**src/rtl/seg7_scan_driver.sv**
```systemverilog
// seg7_scan_driver: time-multiplexed N-digit hex 7-segment display driver.
// A prescaler sets the length of each digit slot, and an index selects one digit per slot.
// New values are double-buffered so they only take effect when the index wraps.
// The output stage is registered. It applies leading-zero blanking and output polarity.
module seg7_scan_driver #(
    parameter int NUM_DIGITS     = 4,
    parameter int PRESCALE       = 50000,
    parameter bit ACTIVE_LOW_SEG = 1'b0,
    parameter bit ACTIVE_LOW_AN  = 1'b0
) (
    input  logic                    clk,
    input  logic                    reset,
    input  logic                    enable,
    input  logic                    load,
    input  logic [4*NUM_DIGITS-1:0] value,
    input  logic [NUM_DIGITS-1:0]   dp_in,
    input  logic                    blank_lz,
    output logic [6:0]              seg,
    output logic                    dp,
    output logic [NUM_DIGITS-1:0]   an,
    output logic                    frame_done
);

    localparam int IDX_W = (NUM_DIGITS > 1) ? $clog2(NUM_DIGITS) : 1;
    localparam int CNT_W = $clog2(PRESCALE);

    localparam logic [IDX_W-1:0] LAST_IDX = IDX_W'(NUM_DIGITS - 1);
    localparam logic [CNT_W-1:0] LAST_CNT = CNT_W'(PRESCALE - 1);

    // XOR masks. Each one is also the "off" level of its output in that polarity.
    localparam logic [6:0]            SEG_OFF = {7{ACTIVE_LOW_SEG}};
    localparam logic                  DP_OFF  = ACTIVE_LOW_SEG;
    localparam logic [NUM_DIGITS-1:0] AN_OFF  = {NUM_DIGITS{ACTIVE_LOW_AN}};

    // Standard hex glyph set, bit6=g .. bit0=a, active-high.
    function automatic logic [6:0] glyph(input logic [3:0] nib);
        logic [6:0] g;
        case (nib)
            4'h0: g = 7'h3F;
            4'h1: g = 7'h06;
            4'h2: g = 7'h5B;
            4'h3: g = 7'h4F;
            4'h4: g = 7'h66;
            4'h5: g = 7'h6D;
            4'h6: g = 7'h7D;
            4'h7: g = 7'h07;
            4'h8: g = 7'h7F;
            4'h9: g = 7'h6F;
            4'hA: g = 7'h77;
            4'hB: g = 7'h7C;
            4'hC: g = 7'h39;
            4'hD: g = 7'h5E;
            4'hE: g = 7'h79;
            default: g = 7'h71;
        endcase
        return g;
    endfunction

    logic [CNT_W-1:0]                cnt;
    logic [IDX_W-1:0]                idx;
    logic [NUM_DIGITS-1:0][3:0]      active_val;
    logic [NUM_DIGITS-1:0]           active_dp;
    logic [NUM_DIGITS-1:0][3:0]      shadow_val;
    logic [NUM_DIGITS-1:0]           shadow_dp;
    logic                            pending;

    logic                            tick;
    logic                            wrap;
    logic [NUM_DIGITS-1:0]           lz_mask;
    logic                            lz_run;
    logic [6:0]                      cur_seg;
    logic                            cur_dp;
    logic [NUM_DIGITS-1:0]           cur_an;

    // A tick ends a digit slot. A wrap is a tick on the last digit, which closes the frame.
    assign tick = enable && (cnt == LAST_CNT);
    assign wrap = tick && (idx == LAST_IDX);

    // Slot prescaler. It only advances while scanning is enabled, so a pause keeps the slot position.
    always_ff @(posedge clk or posedge reset) begin
        if (reset)
            cnt <= '0;
        else if (enable)
            cnt <= tick ? '0 : cnt + CNT_W'(1);
    end

    // Digit index. It steps once per slot and wraps after the most significant digit.
    always_ff @(posedge clk or posedge reset) begin
        if (reset)
            idx <= '0;
        else if (tick)
            idx <= (idx == LAST_IDX) ? '0 : idx + IDX_W'(1);
    end

    // Double buffer. A load is held in the shadow regs and moves to the active regs only on a
    // wrap. A load in the wrap cycle itself goes straight to the active regs.
    always_ff @(posedge clk or posedge reset) begin
        if (reset) begin
            active_val <= '0;
            active_dp  <= '0;
            shadow_val <= '0;
            shadow_dp  <= '0;
            pending    <= 1'b0;
        end else begin
            if (load) begin
                shadow_val <= value;
                shadow_dp  <= dp_in;
            end
            if (wrap) begin
                if (load) begin
                    active_val <= value;
                    active_dp  <= dp_in;
                end else if (pending) begin
                    active_val <= shadow_val;
                    active_dp  <= shadow_dp;
                end
                pending <= 1'b0;
            end else if (load) begin
                pending <= 1'b1;
            end
        end
    end

    // Frame pulse. It is set in the cycle after the wrap, which is also when a new value goes live.
    always_ff @(posedge clk or posedge reset) begin
        if (reset)
            frame_done <= 1'b0;
        else
            frame_done <= wrap;
    end

    // Leading-zero mask. A digit is blanked when it and every more significant digit are zero.
    // Digit 0 is never blanked. blank_lz is used live, not latched.
    always_comb begin
        lz_run  = blank_lz;
        lz_mask = '0;
        for (int i = NUM_DIGITS - 1; i >= 0; i--) begin
            lz_run     = lz_run && (active_val[i] == 4'd0);
            lz_mask[i] = lz_run && (i != 0);
        end
    end

    // Active-high view of the selected digit, before the output register.
    always_comb begin
        cur_an      = '0;
        cur_an[idx] = 1'b1;
        cur_dp      = active_dp[idx];
        cur_seg     = lz_mask[idx] ? 7'h00 : glyph(active_val[idx]);
    end

    // Registered outputs with polarity applied. The display is dark in reset and while disabled.
    always_ff @(posedge clk or posedge reset) begin
        if (reset) begin
            seg <= SEG_OFF;
            dp  <= DP_OFF;
            an  <= AN_OFF;
        end else if (!enable) begin
            seg <= SEG_OFF;
            dp  <= DP_OFF;
            an  <= AN_OFF;
        end else begin
            seg <= cur_seg ^ SEG_OFF;
            dp  <= cur_dp ^ DP_OFF;
            an  <= cur_an ^ AN_OFF;
        end
    end

endmodule

```
**config.mk**
```make
export PLATFORM = sky130hd
export DESIGN_NAME = seg7_scan_driver
export DESIGN_NICKNAME = d
export VERILOG_FILES = /design/src/rtl/seg7_scan_driver.sv
export SDC_FILE = /design/constraint.sdc
export NUM_CORES = 1
export LEC_CHECK = 0
export CAP_MARGIN = 20
export CELL_PAD_IN_SITES_DETAIL_PLACEMENT = 0
export CELL_PAD_IN_SITES_GLOBAL_PLACEMENT = 1
export CORE_MARGIN = 3
export CORE_UTILIZATION = 40
export CTS_CLUSTER_DIAMETER = 150
export CTS_CLUSTER_SIZE = 25
export DETAILED_ROUTE_END_ITERATION = 8
export GPL_TIMING_DRIVEN = 0
export PLACE_DENSITY_LB_ADDON = 0.3
export SLEW_MARGIN = 20
export SYNTH_ARGS = -nofsm -noshare
export SYNTH_HDL_FRONTEND = slang
export SYNTH_SLANG_ARGS = --single-unit
```
**constraint.sdc**
```tcl
create_clock -name clk -period 2.3 [get_ports clk]
set_clock_uncertainty 0.1 [all_clocks]
set_input_delay 0.46 -clock clk [delete_from_list [all_inputs] [get_ports clk]]
set_output_delay 0.46 -clock clk [all_outputs]
set_load 0.05 [all_outputs]
```
==> results of run 1 <==
[per-stage QoR]
stage                     instances  utilization [%]  setup slack [ns]  instance area, um2  hold WS (ns)
final                           439            51.59           0.03795                4282        0.3532
after global placement          415            47.64           -0.2473                3954        0.3817
after global routing            439            51.59          -0.01329                4282        0.3797
after detailed placement        417            48.12           -0.2504                3994        0.3889
after floorplan                 273                -           0.09102                3452        0.3721
after CTS                       436            51.27         0.0007281                4255        0.3626
[sequential cells by signal, summed over array words and instances (netlist names)]
name        flops
active_val     16
cnt            16
shadow_val     16
seg             7
active_dp       4
an              4
shadow_dp       4
idx             2
dp              1
frame_done      1
pending         1
[final cells by class]
class / instances / area share (%)
Timing Repair Buffer: 45 / 10.64
Clock inverter: 6 / 1.929
Clock buffer: 10 / 3.214
Sequential cell: 72 / 42.11
Tap cell: 105 / 3.068
Buffer: 10 / 1.520
Inverter: 16 / 1.490
Multi-Input combinational cell: 175 / 36.03
[power by group through the flow]
stage          Clock (mW)  Combinational, mW  Sequential [mW]
2_1_floorplan           0              0.144             1.45
3_3_place_gp            0              0.248             1.45
3_5_place_dp            0              0.263             1.45
4_1_cts              1.12              0.264             1.43
5_1_grt              1.18              0.287             1.44
6_report             1.10              0.257             1.43
[routing by layer]
| layer | GRT usage [%] | vias up | wire, um |
|---|---|---|---|
| li1 | - | 1072 | - |
| met1 | 20.01 | 1054 | 3116 |
| met2 | 22.16 | 42 | 3051 |
| met3 | 3.751 | 8 | 276 |
| met4 | 5.147 | 0 | 84 |
| met5 | 0 | - | 0 |
[logic make-up (layout without fill, tap and decap cells)]
| group | Yosys count | after routing | synth area share (%) |
|---|---|---|---|
| AO/OA/AOI/OAI | 19 | 19 | 3.411 |
| XOR/XNOR | 17 | 17 | 4.318 |
| buffers and inverters | 26 | 87 | 3.301 |
| flip-flops | 72 | 72 | 52.25 |
| multiplexers | 52 | 52 | 20.54 |
| AND/OR/NAND/NOR | 76 | 76 | 12.19 |
| adder cells (fa/ha/maj) | 11 | 11 | 3.991 |
[cell usage in the layout (no fill, tap or decap), types with 4 or more instances in the layout]
cell and count:
mux2_2 20, clkbuf_8 10, xnor2_1 6, and2_1 4, buf_4 6, mux4_2 5, xor2_1 11, clkbuf_1 4
mux2i_1 7, nand2_1 14, mux2_4 20, nor3_1 5, ha_1 10, o21ai_1 4, inv_1 12, nor2_1 18
nand4_1 8, nand3_1 4, dfrtp_1 71, o21ai_0 6, clkdlybuf4s50_1 37, nor4_1 5
[Yosys cell counts (2+ instances only)]
cell,count
xor2_1,11
xnor2_1,6
o21ai_1,4
and2_1,4
mux2i_1,7
nor3_1,5
and4_1,2
nand3_1,4
nor4_1,5
buf_6,2
nand2b_1,2
mux4_2,5
mux2_2,20
clkbuf_1,4
dfrtp_1,72
or4b_1,2
o21ai_0,6
or2_1,2
nand4_1,8
inv_1,15
buf_1,3
ha_1,11
a2111oi_0,2
nand2_1,14
nor2_1,18
a211oi_1,2
mux2_4,20
o22ai_1,2
nand3b_1,2
[worst paths after layout]
kind	start	to
setup / recovery	cnt[12]	active_val[9]
hold / removal	reset	cnt[3]
setup reg to reg	cnt[12]	active_val[9]
hold reg to reg	shadow_val[1]	shadow_val[1]
max in group asynchronous	reset	idx[0]
min in group clk	shadow_val[1]	shadow_val[1]
[repair_timing]
action | CTS | global route
gates resized for setup | 8 | 3
pin swaps | 1 | 0
setup buffers | 3 | 3
hold buffers | 0 | 0
setup endpoints to repair | 26 | 22
hold endpoints to repair | 0 | 0
[worst register-to-register path, stage by stage, from the launching register on]
cell and delay (ns):
dfrtp_1 0.37, and4bb_1 0.29, or4b_1 0.44, or4_4 0.46, buf_6 0.19, mux2_4 0.31
==> results.py, run 1 <==
metrics = {
    "outcome": {
        "status": "complete, no violations",
    },
    "timing": {
        "clock.fmax_mhz": 442.1,
        "hold_violations": 0,
        "rsz0062_at_grt": "yes",
        "setup_violations": 0,
        "timing.final.crit_share_pct": 98.35,
        "layout_min_cycle_time_ns": 2.262,
        "tns_ns": 0,
        "worst_slew_pin_slew_ns": 0.7553,
        "slew_viol_final": 0,
        "max_slew_margin_pct": 49.65,
    },
    "yosys": {
        "synth_seq_area_share_pct": 52.25,
        "synth_seq_cells": 72,
        "syn_nets": 309,
        "synth.distinct_cells": 42,
        "syn_inst": 273,
        "synthArstFlopShare_pct": 100.0,
        "synth_area_leaders": "dfrtp_1, mux2_4, mux2_2",
        "synth_top_area_cell": "dfrtp_1",
        "synth-warning-count": 0,
        "synth.top_cell.area_share_pct": 52.25,
        "syn_area_mm2": 0.003448,
        "synth_edf_count": 0,
        "synth_flop_cell": "dfrtp_1",
        "syn_avg_cell_area_um2": 12.63,
    },
    "floorplan": {
        "initial_utilization_pct": 41.55,
        "row_count": 33,
        "fp.dieH_um": 98.85,
        "die_width_um": 98.85,
        "die_area_mm2": 0.009771,
        "core_mm2": 0.008299,
        "boundaryPins": 38,
    },
    "critical_path": {
        "cpMaxStageDelayCell": "or4_4",
        "reg2regPathDepth": 5,
        "crit_buf_inv": 1,
        "critical_path.max_stage_delay_ns": 0.46,
        "endpoint_kind": "flop",
        "criticalPathCategory": "flop to flop",
        "cp.depth": 5,
        "critPathRequiredTime_ns": 2.43,
        "crit_path_cell_trace": "and4bb_1 > or4b_1 > or4_4 > buf_6 > mux2_4",
        "startpoint_type": "flop",
        "regToRegSetupSlack_ns": 0.04,
        "worst-path-max-fanout": 10,
        "path_delay_family": "simple AND/OR/NAND/NOR gates",
        "critical_path_arrival_ns": 2.39,
    },
    "power": {
        "leakagePower_nw": 1.979,
        "peakVddDrop_v": 0.0003063,
        "p_seq_share_pct": 51.3,
        "p_int_mw": 2.115,
        "power_frac_comb_pct": 9.3,
        "power.switching_uw": 663.2,
        "clockPowerShare_pct": 39.4,
        "p_total_mw": 2.779,
        "p_sw_share_pct": 23.87,
        "powerDensity_mw_per_mm2": 648.9,
    },
    "clock_tree": {
        "cts_tree": "built",
        "clk_path_buf_depth": 2,
        "path_clk_slew_ns": 0.08,
        "clock-sinks": 72,
        "clkLatencyLatePin_ns": 0.34,
        "cts_root_buffer": "clkbuf_8",
        "cts_made_buffers": 9,
        "htreeDepth": 3,
    },
    "finish": {
        "seqCellArea_mm2": 0.001803,
        "syn_to_final_growth_pct": 24.17,
        "drive_above_1_share_pct": 24.55,
        "antennaDiodeCount": 0,
        "multiInputGateArea_mm2": 0.001543,
        "nets": 365,
        "fillers": 736,
    },
    "route": {
        "viasPerCell": 4.957,
        "drt-total-wl_um": 6528,
        "first_iter_violations": 87,
        "antenna_left": 0,
        "vias": 2176,
        "wl_per_cell_um": 14.87,
        "drc": 0,
        "first_pass_iters": 4,
    },
    "global_routing": {
        "grt_pass1_wl_um": 11210,
        "grt_max_degree": 32,
        "grtUsageTotal_pct": 14.50,
        "antenna_found_initial": 0,
        "overflow": 0,
        "grt_pass1_vias": 2251,
    },
    "placement": {
        "dp_hpwl_um": 4778,
        "routabilityCongestion": 0.7709,
        "io_buffers": 37,
    },
    "flow_run": {
        "cap_violations": 0,
    },
    "hold_path": {
        "hp-class": "input pin to async pin",
    },
}
Power figures use the tool's default switching activity.
==> run 2: changes to the inputs <==
--- a/config.mk
+++ b/config.mk
@@ -9,7 +9,7 @@
 export CELL_PAD_IN_SITES_DETAIL_PLACEMENT = 0
 export CELL_PAD_IN_SITES_GLOBAL_PLACEMENT = 1
 export CORE_MARGIN = 3
-export CORE_UTILIZATION = 40
+export CORE_UTILIZATION = 41
 export CTS_CLUSTER_DIAMETER = 150
 export CTS_CLUSTER_SIZE = 25
 export DETAILED_ROUTE_END_ITERATION = 8
==> results.py, run 2 (synthesis results as in run 1) <==
metrics = {
    "outcome": {
        "status": "complete, no violations",
    },
    "floorplan": {
        "die_width_um": 97.71,
        "row_count": 32,
        "fp.dieH_um": 97.71,
        "initial_utilization_pct": 43.50,
        "die_area_mm2": 0.009547,
        "boundaryPins": 38,
        "core_mm2": 0.007928,
    },
    "placement": {
        "dp_cells": 414,
        "place_area_mm2": 0.003990,
        "io_buffers": 37,
        "routabilityCongestion": 0.8039,
        "dp_hpwl_um": 4577,
    },
    "timing": {
        "timing.final.crit_share_pct": 99.94,
        "max_slew_margin_pct": 54.86,
        "layout_min_cycle_time_ns": 2.299,
        "tns_ns": 0,
        "slew_viol_final": 0,
        "worst_slew_pin_slew_ns": 0.6771,
        "rsz0062_at_grt": "yes",
        "setup_violations": 0,
        "clock.fmax_mhz": 435.1,
        "hold_violations": 0,
    },
    "route": {
        "viasPerCell": 5.055,
        "first_pass_iters": 4,
        "first_iter_violations": 94,
        "antenna_left": 0,
        "drt-total-wl_um": 6342,
        "drc": 0,
        "wl_per_cell_um": 14.55,
        "vias": 2204,
    },
    "clock_tree": {
        "clock-sinks": 72,
        "htreeDepth": 3,
        "clkLatencyLatePin_ns": 0.34,
        "cts_tree": "built",
        "cts_root_buffer": "clkbuf_8",
        "cts_made_buffers": 9,
        "cts_hold_buf": 0,
        "clk_path_buf_depth": 2,
        "path_clk_slew_ns": 0.07,
    },
    "critical_path": {
        "critical_path.max_stage_delay_ns": 0.45,
        "crit_path_cell_trace": "and4bb_1 > or4b_1 > or4_4 > buf_6 > mux2_4",
        "path_delay_family": "simple AND/OR/NAND/NOR gates",
        "endpoint_kind": "flop",
        "criticalPathCategory": "flop to flop",
        "critical_path_arrival_ns": 2.42,
        "startpoint_type": "flop",
        "cpMaxStageDelayCell": "or4b_1",
        "crit_buf_inv": 1,
        "critPathRequiredTime_ns": 2.42,
        "r2r-start": "cnt[13]",
        "worst-path-max-fanout": 10,
        "worstSetupStartpoint": "cnt[13]",
    },
    "finish": {
        "final_common_cell": "dfrtp_1",
        "final-instance-count-excl-fill": 436,
        "top_regs": "active_val x16, cnt x16, shadow_val x16",
        "final_area_mm2": 0.004248,
        "drive_above_1_share_pct": 23.35,
        "final_cell_mix": "dfrtp_1, clkdlybuf4s50_1, mux2_2, mux2_4, nor2_1",
        "nets": 365,
        "syn_to_final_growth_pct": 23.19,
        "antennaDiodeCount": 0,
    },
    "power": {
        "leakagePower_nw": 1.970,
        "powerDensity_mw_per_mm2": 633.3,
        "peakVddDrop_v": 0.0004085,
        "p_total_mw": 2.690,
    },
    "hold_path": {
        "hp-class": "input pin to async pin",
    },
    "global_routing": {
        "grtUsageTotal_pct": 14.20,
        "grt_pass1_vias": 2152,
        "grt_pass1_wl_um": 10780,
        "grt_max_degree": 33,
        "overflow": 0,
        "antenna_found_initial": 0,
    },
    "flow_run": {
        "cap_violations": 0,
    },
}
run 2: where the power goes:
| part | leakage (nW) | total (mW) | switching [mW] | internal [mW] |
|---|---|---|---|---|
| Combinational | 0.946 | 0.256 | 0.126 | 0.131 |
| Sequential | 0.921 | 1.42 | 0.0743 | 1.35 |
| Clock | 0.103 | 1.01 | 0.451 | 0.558 |
run 2: what timing repair did:
item / 4_1_cts / 5_1_grt
gates cloned: 0 / 0
endpoints found under the setup margin: 26 / 26
setup buffers: 4 / 2
resized for setup: 4 / 3
pin swaps: 1 / 0
run 2: stage by stage:
stage / hold slack [ns] / utilization [%] / setup WS [ns]
after floorplan: 0.3721 / - / 0.09102
after global placement: 0.3827 / 49.83 / -0.2390
after detailed placement: 0.3876 / 50.33 / -0.2542
after CTS: 0.3279 / 53.31 / 0.002353
after global routing: 0.3499 / 53.58 / -0.06005
final: 0.3381 / 53.58 / 0.001424
run 2: layer usage:
metal  part of all wire [%]  up-vias  track usage [%]
met5                      0        -                0
met4                    1.6        0            5.751
met3                    3.8       11            3.087
met2                     44       56            20.45
met1                     51     1061            20.81
li1                       -     1076                -
run 2: path summary, 6_finish.rpt:
kind                       cells past startpoint  slack, ns             end
setup / recovery                               5      0.001   active_val[0]
hold / removal                                 2       0.34    shadow_dp[0]
setup reg to reg                               5      0.001   active_val[0]
hold reg to reg                                1       0.40   shadow_val[6]
max in group asynchronous                      3       1.30  shadow_val[10]
min in group clk                               1       0.40   shadow_val[6]
run 2: cell type report:
type / instances / area [um2]
sequential: 72 / 1803
buffer: 10 / 63.81
fill: 712 / 3680
clock buffer: 13 / 158.9
clock inverter: 3 / 40.04
tap: 102 / 127.6
timing repair buffer: 45 / 455.4
inverter: 16 / 63.81
multi-input combinational: 175 / 1535
run 2: worst register-to-register path, delay by kind of cell, from the launching register on:
kind / cells / cell delay (ns)
simple gates: 3 / 1.19
buf+inv: 1 / 0.18
flops: 1 / 0.41
mux: 1 / 0.30
==> run 3: changes to the inputs <==
--- a/config.mk
+++ b/config.mk
@@ -8,13 +8,13 @@
 export CAP_MARGIN = 20
 export CELL_PAD_IN_SITES_DETAIL_PLACEMENT = 0
 export CELL_PAD_IN_SITES_GLOBAL_PLACEMENT = 1
-export CORE_MARGIN = 3
+export CORE_MARGIN = 2
 export CORE_UTILIZATION = 41
 export CTS_CLUSTER_DIAMETER = 150
 export CTS_CLUSTER_SIZE = 25
 export DETAILED_ROUTE_END_ITERATION = 8
 export GPL_TIMING_DRIVEN = 0
-export PLACE_DENSITY_LB_ADDON = 0.3
+export PLACE_DENSITY_LB_ADDON = 0.1
 export SLEW_MARGIN = 20
 export SYNTH_ARGS = -nofsm -noshare
 export SYNTH_HDL_FRONTEND = slang
==> results.py, run 3 (synthesis results as in run 1) <==
metrics = {
    "critical_path": {
        "worst-path-max-fanout": 10,
        "critical_path_arrival_ns": 2.42,
        "criticalPathCategory": "flop to flop",
        "startpoint_type": "flop",
        "endpoint_kind": "flop",
        "critPathRequiredTime_ns": 2.42,
    },
    "clock_tree": {
        "clk_path_buf_depth": 2,
        "path_clk_slew_ns": 0.08,
        "clkLatencyLatePin_ns": 0.34,
        "htreeDepth": 3,
        "cts_hold_buf": 0,
        "clock-sinks": 72,
        "cts_tree": "built",
        "cts_root_buffer": "clkbuf_8",
        "cts_made_buffers": 9,
    },
    "route": {
        "antenna_left": 0,
        "first_pass_iters": 6,
        "drc": 0,
        "first_iter_violations": 94,
        "drt-total-wl_um": 6492,
        "wl_per_cell_um": 14.79,
        "vias": 2171,
        "viasPerCell": 4.945,
    },
    "floorplan": {
        "initial_utilization_pct": 42.18,
        "die_area_mm2": 0.009160,
        "core_mm2": 0.008175,
        "fp.dieH_um": 95.71,
        "die_width_um": 95.71,
        "row_count": 33,
        "boundaryPins": 38,
    },
    "placement": {
        "pre_cts_slack_ns": -0.2394,
        "place_area_mm2": 0.003994,
        "routabilityCongestion": 0.7911,
        "dp_hpwl_um": 4738,
        "dp_cells": 417,
        "io_buffers": 37,
    },
    "global_routing": {
        "overflow": 0,
        "grt_max_degree": 32,
        "antenna_found_initial": 0,
        "grt_pass1_vias": 2152,
        "grt_pass1_wl_um": 11140,
        "grtUsageTotal_pct": 16.14,
    },
    "timing": {
        "timing.final.ws_setup_ns": 0.004003,
        "timing.final.crit_share_pct": 99.83,
        "setup_violations": 0,
        "tns_ns": 0,
        "layout_min_cycle_time_ns": 2.296,
        "hold_violations": 0,
        "rsz0062_at_grt": "yes",
        "slew_viol_final": 0,
        "clock.fmax_mhz": 435.5,
        "max_slew_margin_pct": 52.41,
        "worst_slew_pin_slew_ns": 0.7138,
    },
    "power": {
        "peakVddDrop_v": 0.0002755,
        "powerDensity_mw_per_mm2": 630.0,
        "leakagePower_nw": 1.965,
    },
    "finish": {
        "final_cell_mix": "dfrtp_1, clkdlybuf4s50_1, mux2_2, mux2_4, nor2_1",
        "top_regs": "active_val x16, cnt x16, shadow_val x16",
        "syn_to_final_growth_pct": 23.44,
        "antennaDiodeCount": 0,
        "final_common_cell": "dfrtp_1",
        "final_core_util_pct": 52.07,
        "final_area_mm2": 0.004257,
        "fillers": 735,
        "final-instance-count-excl-fill": 439,
        "nets": 365,
        "drive_above_1_share_pct": 23.35,
    },
    "hold_path": {
        "hp-class": "input pin to async pin",
    },
    "flow_run": {
        "cap_violations": 0,
    },
    "outcome": {
        "status": "complete, no violations",
    },
}
run 3: timing repair:
action	in CTS	in global routing
pin swaps	1	1
endpoints found under the setup margin	26	26
resized for setup	5	6
setup buffers	3	3
run 3: final cells by class:
class                   instances  area, um2  area share (%)
clock inverters                 2      38.79          0.9112
clock buffers                  14      152.6           3.586
well taps                     105      131.4           3.086
multi-input cells             175       1546           36.33
repair buffers                 45      455.4           10.70
flip-flops and latches         72       1803           42.36
plain buffers                  10      65.06           1.529
inverters                      16      63.81           1.499
run 3: metrics by stage:
step	hold slack, ns	power [mW]
after floorplan	0.3721	1.593
after global placement	0.3828	1.696
after detailed placement	0.3890	1.711
after CTS	0.3240	2.709
after global routing	0.3416	2.808
final	0.3229	2.681
run 3: worst paths after layout:
check / from / end / slack, ns / cells past startpoint
max: cnt[13] / active_val[11] / 0.004 / 5
max reg2reg: cnt[13] / active_val[11] / 0.004 / 5
max in group asynchronous: reset / idx[0] / 1.09 / 4
min: reset / shadow_val[12] / 0.32 / 2
min in group clk: shadow_val[8] / shadow_val[8] / 0.40 / 1
min reg2reg: shadow_val[8] / shadow_val[8] / 0.40 / 1
run 3: report_power, final:
part / switching (mW) / internal (mW)
sequential: 0.0738 / 1.35
combinational: 0.127 / 0.131
clock: 0.464 / 0.536
run 3: critical path: stages (launching register included):
cell and delay (ns):
dfrtp_1 0.38, and4bb_1 0.30, or4b_4 0.46, or4_4 0.45
buf_6 0.19, mux2_4 0.30
run 3: routing by layer:
layer | up-vias | GRT usage, % | routed length, um
met3 | 6 | 2.819 | 229
met4 | 0 | 6.429 | 70
met2 | 44 | 22.73 | 2796
li1 | 1074 | - | -
met5 | - | 0 | 0
met1 | 1047 | 24.62 | 3395
==> edit 1 (config.mk and constraints of run 1) <==
Set the parameter `PRESCALE` to 100000 (it was 50000).
--- a/src/rtl/seg7_scan_driver.sv
+++ b/src/rtl/seg7_scan_driver.sv
@@ -6,3 +6,3 @@
     parameter int NUM_DIGITS     = 4,
-    parameter int PRESCALE       = 50000,
+    parameter int PRESCALE       = 100000,
     parameter bit ACTIVE_LOW_SEG = 1'b0,
Function: same outputs for any inputs over 10 cycles, from zero or initial values and one cycle with reset high; that may be too few to reach the edited logic, so the function may still have changed.
==> edit 1 against run 1 <==
Hold slack worse by 0.051 ns. Synthesized area is 2.0% lower. Total power is 1.3% lower. Cell area is 2.0% lower. Setup slack better by 0.080 ns. Sequential cell count is 1 higher. Synthesized cell count is 5.1% lower. Routed wire length is 5.6% lower. Critical path type unchanged. Largest power group unchanged.
==> edit 1: results (changes against run 1) <==
stage	metric	value	unit	change
run_status	status	finished, final reports clean		
global_routing	gr-usage-all-layers	13.8	%	-0.73 points
synthesis	synth.distinct_cells	41		-2.4%
worst_setup_path	rr_worst_depth	6		+1
synthesis	ys_seq_area_share	54.0	%	+1.8 points
synthesis	syn_nets	295		-4.5%
synthesis	synth_commonest_cells	dfrtp_1 (73), mux2_2 (23), mux2_1 (20)		
clock_tree	cts_made_buffers	9		unchanged
worst_setup_path	crit_family	multiplexers		
route	routed_via_density	4.98		+0.54%
cells_and_area	drive_gt1_share	20.4	%	-4.2 points
synthesis	yosys-top-cells-area	dfrtp_1 (54%), mux2_2 (7.7%), mux2_1 (6.7%)		
clock_tree	clockBufferDepth	2		unchanged
sta	timing.hold.ws	0.302	ns	-0.0510 ns
worst_hold_path	hold_class	primary input to async pin		
place	portBuffers	37		unchanged
worst_setup_path	max_stage_delay	0.59	ns	+0.13 ns
global_routing	grt_pass1_vias	2121		-5.8%
worst_setup_path	r2r_end	seg[0]		
global_routing	grt_max_degree	34		+6.3%
place	gp_congestion	0.736		-4.6%
cells_and_area	diodes	0		unchanged
global_routing	grt_pass1_wl	10500	um	-6.1%
clock_tree	worstSkewPairLatency	0.35	ns	
route	drt_pass1_iterations	4		unchanged
clock_tree	cts_root_buf	clkbuf_8		
pwr	p_leak	1.89	nW	-4.4%
synthesis	yosys_warnings	0		unchanged
pwr	max-vdd-ir-drop	0.000389	V	+27%
clock_tree	htree_levels	3		unchanged
worst_setup_path	crit_arrival	2.36	ns	-0.03 ns
clock_tree	path_clk_slew	0.08	ns	about the same
route	avgRoutedWirePerCell	14.6	um	-1.6%
worst_setup_path	regToRegStartpoint	idx[0]		
sta	slew_headroom	58.2	%	+8.5 points
global_routing	antenna_found_initial	0		unchanged
route	drt_iter0_drc	58		-33%
worst_setup_path	crit_slowest_cell	mux4_2		
die	die_area	9590	um2	-1.8%
synthesis	synth_ff_type	dfrtp_1		
worst_setup_path	rrSetupSlack	0.12	ns	+0.08 ns
place	dp_hpwl	4440	um	-7.1%
synthesis	syn_inst	259		-5.1%
route	postRouteAntennaNets	0		unchanged
worst_setup_path	cp_max_fo	10		unchanged
cells_and_area	fin_cells	421		-4.1%
place	dp.cells	400		-4.1%
cells_and_area	top_regs	cnt x17, active_val x16, shadow_val x16		
place	postPlaceCellArea	3920	um2	-1.8%
cells_and_area	fin_nets	350		-4.1%
synthesis	synth_async_sr_flop_share	100	%	unchanged
## edit 1: worst register-to-register path, cell delays in order (launching register included)
cell and delay (ns):
dfrtp_1 0.37, buf_6 0.16, mux4_2 0.59, ha_2 0.24, or3b_1 0.38, o221ai_1 0.08
and3b_1 0.19
## edit 1: worst max-delay path by stage
stage | start | to | slack (ns) | depth (start not counted)
final | idx[0] | seg[0] | 0.12 | 6
after CTS | idx[0] | seg[0] | 0.04 | 6
after detailed placement | enable | active_val[9] | -0.25 | 7
after floorplan | idx[0] | seg[0] | 0.23 | 6
after global routing | enable | active_dp[2] | 0.01 | 7
after global placement | enable | active_val[5] | -0.31 | 7
## edit 1: timing repair
action                                  4_1_cts  5_1_grt
setup buffers                                 0        4
resized for setup                             0        6
endpoints found under the setup margin        0       22
## edit 1: layout make-up
type,count,area (um2)
fill,700,3770
sequential,73,1830
multi-input combinational,165,1470
timing repair buffer,44,445
clock buffer,11,151
tap,102,128
buffer,11,67.6
clock inverter,5,62.6
inverter,10,41.3
## edit 1: report_power, final
group	switching (mW)	internal [mW]	total [mW]
clock	0.499	0.566	1.06
combinational	0.126	0.132	0.258
sequential	0.0540	1.37	1.42
## edit 1: through the flow
stage	setup TNS, ns	setup WS, ns	total power [mW]	util, %
2_1_floorplan	0	0.232	1.60	-
3_3_place_gp	-7.64	-0.310	1.69	48.7
3_5_place_dp	-5.91	-0.250	1.71	49.2
4_1_cts	0	0.0401	2.77	51.9
5_1_grt	0	0.0131	2.86	52.6
6_report	0	0.118	2.74	52.6
## edit 1: cell families after synthesis
logic type / synth area share [%]
DFF: 54.0
muxes: 20.1
adders and majority gates: 4.07
buffers and inverters: 3.11
and+or+nand+nor: 11.4
AOI/OAI and AO/OA: 2.89
xor gates and xnor gates: 4.40
## edit 1: layer usage
metal / vias to the layer above / global-route usage [%] / routed length, um
met5: - / 0 / 0
met1: 1018 / 19.5 / 3050
met2: 50 / 20.2 / 2750
met4: 0 / 4.79 / 84
met3: 8 / 4.07 / 281
li1: 1022 / - / -
==> edit 2 (config.mk and constraints of run 1) <==
Without the edit above. Make the reset (`reset`) synchronous in 5 clocked blocks.
--- a/src/rtl/seg7_scan_driver.sv
+++ b/src/rtl/seg7_scan_driver.sv
@@ -79,3 +79,3 @@
     // Slot prescaler. It only advances while scanning is enabled, so a pause keeps the slot position.
-    always_ff @(posedge clk or posedge reset) begin
+    always_ff @(posedge clk) begin
         if (reset)
@@ -87,3 +87,3 @@
     // Digit index. It steps once per slot and wraps after the most significant digit.
-    always_ff @(posedge clk or posedge reset) begin
+    always_ff @(posedge clk) begin
         if (reset)
@@ -96,3 +96,3 @@
     // wrap. A load in the wrap cycle itself goes straight to the active regs.
-    always_ff @(posedge clk or posedge reset) begin
+    always_ff @(posedge clk) begin
         if (reset) begin
@@ -124,3 +124,3 @@
     // Frame pulse. It is set in the cycle after the wrap, which is also when a new value goes live.
-    always_ff @(posedge clk or posedge reset) begin
+    always_ff @(posedge clk) begin
         if (reset)
@@ -151,3 +151,3 @@
     // Registered outputs with polarity applied. The display is dark in reset and while disabled.
-    always_ff @(posedge clk or posedge reset) begin
+    always_ff @(posedge clk) begin
         if (reset) begin
Formal check against the unedited RTL: differs if reset is asserted again (counterexample within 4 cycles, from zero or initial values and one cycle with reset high); with reset held inactive, the same outputs for 10 cycles.
==> edit 2 against run 1 <==
Routed wire length decreased by 6.5%. Die area shrank 5.2%. Critical path depth increased by 3. Fmax is 3.4% higher. Setup slack improved by 0.075 ns. Sequential cell count unchanged. Cell area down 7.5%. Synthesized area shrank 5.5%. Global-route usage decreased by 0.38 points. Utilization down 0.84 points. Final cell count up 6.6%. Total power decreased by 15%. Non-clock buffer count down 3. Critical path type unchanged. Highest routed layer unchanged.
==> edit 2: results (changes against run 1) <==
stage	metric	value	unit	change
run_status	status	finished, final reports clean		
cells_and_area	clk_share	4.64	%	-0.50 points
route	drt_iter0_drc	70		-20%
synthesis	synth_async_sr_flop_share	0	%	-100 points
synthesis	synth-xor-area-share	3.76	%	-0.55 points
cells_and_area	regArea	1440	um2	-20%
pwr	p_int	1.81	mW	-15%
cells_and_area	num-nonclk-inverters	9		-7
synthesis	syn_area	3260	um2	-5.5%
cells_and_area	fin_nets	398		+9.0%
pwr	p_leak	1.59	nW	-20%
synthesis	yosys.area_share.adder	4.61	%	+0.62 points
global_routing	gr-usage-all-layers	14.1	%	-0.38 points
worst_hold_path	hold_class	flip-flop to flip-flop		
sta	slew_headroom	61.7	%	+12 points
cells_and_area	nClkBuffers	12		+2
cells_and_area	multi_input_area_share	42.8	%	+6.8 points
cells_and_area	final-nonclk-buf-share	12.0	%	-0.13 points
synthesis	synth_compound_area_share	5.03	%	+1.6 points
route	avgRoutedWirePerCell	13.0	um	-12%
place	dp_hpwl	4330	um	-9.3%
pwr	max-vdd-ir-drop	0.000336	V	+9.7%
synthesis	synth.distinct_cells	46		+9.5%
synthesis	synth_commonest_cells	dfxtp_1 (72), nor2_1 (42), mux2i_1 (21)		
worst_setup_path	crit_slowest_cell	mux4_2		
place	dp_worst_setup_slack	-0.235	ns	+0.0153 ns
pwr	p_seq_share	54.4	%	+3.1 points
synthesis	syn_nets	349		+13%
place	gp_congestion	0.794		+2.9%
route	vias	2244		+3.1%
worst_setup_path	max_stage_delay	0.57	ns	+0.11 ns
pwr	combPwrFrac	7.0	%	-2.3 points
synthesis	synth_mux_area_share	18.9	%	-1.6 points
synthesis	ys_seq_area_share	44.2	%	-8.0 points
global_routing	grt_max_degree	13		-59%
worst_setup_path	crit_family	multiplexers		
cells_and_area	fillerInstances	762		+3.5%
global_routing	grt_pass1_wl	10000	um	-11%
cells_and_area	num-nonclk-buffers	52		-5.5%
cells_and_area	multi_input_cells	217		+24%
synthesis	yosys-top-cells-area	dfxtp_1 (44%), mux2_2 (6.9%), mux2i_1 (6.5%)		
global_routing	grt_pass1_vias	2059		-8.5%
place	postPlaceCellArea	3760	um2	-5.9%
worst_setup_path	crit_arrival	2.36	ns	-0.03 ns
[edit 2: cell types whose count changed after synthesis, sizes merged, moves of 5 or more]
cell,run 1,this run
dfrtp,72,0
nor2b,0,20
mux2,40,23
nor2,18,42
inv,16,9
a21oi,1,8
mux2i,7,22
nand2,14,9
dfxtp,0,72
o21ai,10,3
[edit 2: path summary, 6_finish.rpt]
check / start / endpoint / slack (ns) / depth (start not counted)
max reg2reg: idx[0] / seg[3] / 0.11 / 8
max: idx[0] / seg[3] / 0.11 / 8
min reg2reg: cnt[1] / cnt[1] / 0.40 / 2
min: cnt[1] / cnt[1] / 0.40 / 2
[edit 2: stage by stage]
| stage | hold slack (ns) | utilization [%] | power [mW] | std cells | TNS [ns] |
|---|---|---|---|---|---|
| 6_report | 0.401 | 50.8 | 2.36 | 468 | 0 |
| 2_1_floorplan | 0.362 | - | 1.40 | 312 | 0 |
| 5_1_grt | 0.443 | 50.8 | 2.47 | 468 | -0.0109 |
| 3_3_place_gp | 0.378 | 48.1 | 1.48 | 451 | -6.08 |
| 3_5_place_dp | 0.394 | 48.1 | 1.48 | 451 | -5.95 |
| 4_1_cts | 0.407 | 50.7 | 2.41 | 467 | 0 |
[edit 2: kinds of logic (layout without fill, tap and decap cells)]
group                      Yosys count  in the layout
xor gates and xnor gates            14             14
AOI/OAI and AO/OA                   26             26
adders and majority gates           12             12
muxes                               50             50
buffers and inverters               23             77
and+or+nand+nor                    115            115
DFF                                 72             72
[edit 2: metal layers]
layer	global-route usage (%)	part of all wire, %	wire [um]	up-vias
li1	-	-	-	1179
met1	19.3	50	3060	1026
met2	21.3	45	2780	34
met3	3.75	3.4	206	5
met4	4.98	0.92	56	0
met5	0	0	0	-
